**src/rtl/mem_arb_pkg.sv**
```systemverilog
// Shared types and sizing for the fetch / load-store memory arbiter.
package mem_arb_pkg;

  localparam int unsigned XLEN              = 32;
  localparam int unsigned STRB_W            = XLEN / 8;
  localparam int unsigned LS_STREAK_MAX_DEF = 2;

  typedef enum logic [1:0] {
    IDLE    = 2'd0,
    BUSY_IF = 2'd1,
    BUSY_LS = 2'd2
  } arb_state_e;

endpackage

```
**src/rtl/mem_arbiter.sv**
```systemverilog
// Two-requester arbiter (fetch, load/store) onto a single memory port with
// one outstanding transaction, load/store priority and a fetch anti-starvation streak.
module mem_arbiter
  import mem_arb_pkg::*;
#(
  parameter int unsigned LS_STREAK_MAX = LS_STREAK_MAX_DEF
) (
  input  logic              clk,
  input  logic              rst,

  input  logic              if_req,
  input  logic [XLEN-1:0]   if_addr,
  output logic              if_gnt,
  output logic              if_rvalid,
  output logic [XLEN-1:0]   if_rdata,

  input  logic              ls_req,
  input  logic              ls_we,
  input  logic [XLEN-1:0]   ls_addr,
  input  logic [XLEN-1:0]   ls_wdata,
  input  logic [STRB_W-1:0] ls_wstrb,
  output logic              ls_gnt,
  output logic              ls_rvalid,
  output logic [XLEN-1:0]   ls_rdata,

  output logic              mem_req,
  output logic              mem_we,
  output logic [XLEN-1:0]   mem_addr,
  output logic [XLEN-1:0]   mem_wdata,
  output logic [STRB_W-1:0] mem_wstrb,
  input  logic              mem_gnt,
  input  logic              mem_rvalid,
  input  logic [XLEN-1:0]   mem_rdata
);

  localparam int unsigned STREAK_W =
    (LS_STREAK_MAX < 1) ? 1 : $clog2(LS_STREAK_MAX + 1);
  localparam logic [STREAK_W-1:0] STREAK_MAX = STREAK_W'(LS_STREAK_MAX);

  arb_state_e          state_q, state_d;
  logic [STREAK_W-1:0] streak_q, streak_d;
  logic                lock_q, lock_d;
  logic                lock_ls_q, lock_ls_d;

  logic                sel_if, sel_ls;
  logic                streak_at_max;

  // State, streak and lock registers
  always_ff @(posedge clk) begin
    if (rst) begin
      state_q   <= IDLE;
      streak_q  <= '0;
      lock_q    <= 1'b0;
      lock_ls_q <= 1'b0;
    end else begin
      state_q   <= state_d;
      streak_q  <= streak_d;
      lock_q    <= lock_d;
      lock_ls_q <= lock_ls_d;
    end
  end

  assign streak_at_max = (streak_q == STREAK_MAX);

  // Requester selection: a pending lock overrides priority until granted
  always_comb begin
    sel_if = 1'b0;
    sel_ls = 1'b0;
    if (lock_q) begin
      sel_ls = lock_ls_q & ls_req;
      sel_if = ~lock_ls_q & if_req;
    end else begin
      sel_ls = ls_req & ~(if_req & streak_at_max);
      sel_if = if_req & ~sel_ls;
    end
  end

  // Next state, lock, streak and all combinational outputs
  always_comb begin
    state_d   = state_q;
    streak_d  = streak_q;
    lock_d    = lock_q;
    lock_ls_d = lock_ls_q;

    if_gnt    = 1'b0;
    if_rvalid = 1'b0;
    if_rdata  = '0;
    ls_gnt    = 1'b0;
    ls_rvalid = 1'b0;
    ls_rdata  = '0;
    mem_req   = 1'b0;
    mem_we    = 1'b0;
    mem_addr  = '0;
    mem_wdata = '0;
    mem_wstrb = '0;

    if (!rst) begin
      if_rdata = mem_rdata;
      ls_rdata = mem_rdata;

      unique case (state_q)
        IDLE: begin
          if (sel_ls) begin
            mem_req   = 1'b1;
            mem_we    = ls_we;
            mem_addr  = ls_addr;
            mem_wdata = ls_wdata;
            mem_wstrb = ls_wstrb;
            ls_gnt    = mem_gnt;
          end else if (sel_if) begin
            mem_req   = 1'b1;
            mem_addr  = if_addr;
            if_gnt    = mem_gnt;
          end

          // Same-cycle mem_rvalid is never forwarded; response comes from BUSY_x
          if (mem_req && mem_gnt) begin
            state_d = sel_ls ? BUSY_LS : BUSY_IF;
            lock_d  = 1'b0;
          end else if (mem_req) begin
            lock_d    = 1'b1;
            lock_ls_d = sel_ls;
          end else begin
            lock_d    = 1'b0;
          end
        end

        BUSY_IF: begin
          if (mem_rvalid) begin
            if_rvalid = 1'b1;
            state_d   = IDLE;
          end
        end

        BUSY_LS: begin
          if (mem_rvalid) begin
            ls_rvalid = 1'b1;
            state_d   = IDLE;
          end
        end

        default: state_d = IDLE;
      endcase

      // Streak counts ls grants made while fetch is waiting
      if (!if_req || if_gnt) begin
        streak_d = '0;
      end else if (ls_gnt && !streak_at_max) begin
        streak_d = streak_q + STREAK_W'(1);
      end
    end
  end

endmodule

```
**config.mk**
```make
export PLATFORM = sky130hd
export DESIGN_NAME = mem_arbiter
export DESIGN_NICKNAME = d
export VERILOG_FILES = /design/src/rtl/mem_arb_pkg.sv /design/src/rtl/mem_arbiter.sv
export SDC_FILE = /design/constraint.sdc
export NUM_CORES = 1
export LEC_CHECK = 0
export CAP_MARGIN = 20
export CORE_AREA = 5 5 105 107
export DETAILED_ROUTE_END_ITERATION = 7
export DIE_AREA = 0 0 110 112
export PLACE_DENSITY = 0.68
export SLEW_MARGIN = 20
export SYNTH_ARGS = -nofsm -noshare
export SYNTH_HDL_FRONTEND = slang
export SYNTH_SLANG_ARGS = --single-unit
```
**constraint.sdc**
```tcl
create_clock -name clk -period 5.09 [get_ports clk]
set_input_delay 1.527 -clock clk [delete_from_list [all_inputs] [get_ports clk]]
set_output_delay 1.527 -clock clk [all_outputs]
set_load 0.01 [all_outputs]
```
==> results.cfg <==
[run_status]
outcome = finished clean

[worst_setup_path]
start_kind = primary input
critPathRequiredTime_ps = 3560
setup.worst_path.class = in -> out
cp_data_arrival_time_ps = 3520
critPathCaptureType = primary output
cp_max_fo = 34

[cts]
cts.htree.levels = 1
cts_made_buffers = 3
clock_sinks = 6
ctsHoldBuffers = 0
insertion_delay_ps = 230
cts_tree = done
clock_path_buffers = 2
clk_pin_slew_ps = 40
cts_root_buf = clkbuf_8

[power_and_ir_drop]
p_int_w = 0.000360
power.leakage_nw = 1.96
p_switching_w = 0.000186
swShare = 0.340
seq_power_share = 0.098
power_frac_comb = 0.762
p_per_area_mw_per_mm2 = 124
clkPwrFrac = 0.140
ir_worst_vdd_v = 0.0000684

[global_routing]
gr-total-overflow = 0
grt_use_total = 0.143
antenna_found_initial = 1
grt_pass1_wl_mm = 13.9
grt_max_degree = 40
grt_pass1_vias = 2699

[timing]
min_period_ps = 5050
slew_headroom = 0.701
worst_pin_slew_ps = 449
tns_ps = 0
setup_viol = 0
hold_viol_final = 0
period_share = 0.992
skew_ps = 4.97
setup_ws_ps = 41.8
hold-worst-slack_ps = 512
fmax_mhz = 198
drv_slew = 0

[cells_and_area]
syn2layout_area_growth_pct = 172
finalNetCount = 619
drive_above_1_share = 0.0443
finish.utilization = 0.439

[logic_synthesis]
synth.avg_cell_area_um2 = 6.76
synthTopCellsByArea = buf_4 15%, a22oi_1 15%, and2_1 15%
synth_top_area_share = 0.153
ys_ff_latch = 6
synthCells = 240
async_flop_share = 0
synth_warnings = 0
syn_area_mm2 = 0.00162
ys_seq_area_frac = 0.0740
synth_fp_nets = 383
synth-edff-count = 0
synth_ff_type = dfxtp_1
synthDistinctLibCells = 36
yosysTopAreaCell = buf_4

[route]
routed-via-count = 2515
drtIter0Drc = 158
viasPerCell = 4.12
drc_errors = 0
dr.pass1.iters = 4
ant_nets = 0
wl_per_cell_um = 15.7
routed_wl_mm = 9.57

[flow_run]
cap_violations = 0

[floorplan]
fp.dieW_um = 110
start_util = 0.162
die_h_um = 112
core_mm2 = 0.0100
rows = 37
ioPinCount = 277
die_area_mm2 = 0.0123

[placed_design]
gp_congestion = 0.938
dpl_worst_slack_ps = -27.8
numPortBuffers = 276
hpwl_mm = 8.06

[min_path]
hold_path.class = reg -> reg
cells in the final DEF (no fill, tap or decap), drive strengths merged, types with 4 or more instances in the layout:
cell type,instances
and2,38
clkdlybuf4s50,254
ha,4
buf,8
inv,7
dlymetal6s2s,21
dfxtp,6
nor2b,35
a22oi,32
nor2,34
layer usage:
layer | global-route usage | vias up | share of wire
li1 | - | 1235 | -
met1 | 0.147 | 1120 | 0.35
met2 | 0.261 | 152 | 0.51
met3 | 0.0632 | 8 | 0.13
met4 | 0.0316 | 0 | 0.011
met5 | 0 | - | 0
kinds of logic (layout without fill, tap and decap cells):
logic type / count (synthesis) / count (layout) / synth area share
adders and majority gates: 4 / 4 / 0.0308
buffers and inverters: 59 / 293 / 0.238
AOI/OAI and AO/OA: 42 / 42 / 0.192
other: 0 / 1 / 0
DFF: 6 / 6 / 0.0740
muxes: 3 / 3 / 0.0200
and+or+nand+nor: 126 / 126 / 0.445
path summary, 6_finish.rpt:
| kind | from | cells past startpoint | to | slack (ps) |
|---|---|---|---|---|
| min | lock_ls_q | 2 | lock_ls_q | 510 |
| max reg2reg | streak_q[0] | 7 | streak_q[0] | 3280 |
| min reg2reg | lock_ls_q | 2 | lock_ls_q | 510 |
| max | ls_req | 7 | mem_addr[14] | 40 |
cell type report:
| class | instances | area, µm² |
|---|---|---|
| Timing Repair Buffer | 283 | 2910 |
| Tap cell | 136 | 170 |
| Fill cell | 1005 | 5640 |
| Inverter | 7 | 26.3 |
| Multi-Input combinational cell | 175 | 1140 |
| Clock buffer | 3 | 41.3 |
| Sequential cell | 6 | 120 |
| Antenna cell | 1 | 2.50 |
synth_stat cells, types with 3 or more instances:
cell / n
ha_1: 4
clkbuf_1: 9
nor2_1: 34
inv_1: 7
nand2_1: 3
buf_4: 33
a22oi_1: 32
nor2b_1: 34
dfxtp_1: 6
a21oi_1: 3
and2_1: 38
buf_2: 4
worst max-delay path: stages:
cell	delay, ps
clkdlybuf4s50_1	470
or3b_1	330
and4_1	230
buf_12	170
a22oi_1	220
nor2_1	70
clkdlybuf4s50_1	480
registers in the layout (all words and copies together) (netlist names):
signal,count
lock_ls_q,1
lock_q,1
state_q,2
streak_q,2
power by group through the flow:
stage / combinational, W / sequential [W] / clock (W)
finish: 0.000416 / 0.0000536 / 0.0000762
global route: 0.000446 / 0.0000541 / 0.0000787
CTS: 0.000423 / 0.0000535 / 0.0000782
detailed placement: 0.000418 / 0.0000543 / 0
global placement: 0.000415 / 0.0000540 / 0
floorplan: 0.000173 / 0.0000534 / 0
metrics by stage:
stage	power, W	cells	instance area (µm²)
CTS	0.000554	610	4340
global route	0.000579	611	4410
finish	0.000546	611	4410
floorplan	0.000226	240	1620
detailed placement	0.000472	607	4290
global placement	0.000469	607	4290
repair_timing:
item	4_1_cts	5_1_grt
hold endpoints to repair	0	0
endpoints found under the setup margin	2	54
buffers inserted	0	0
gates resized for setup	2	24
(Power assumes the default switching activity.)
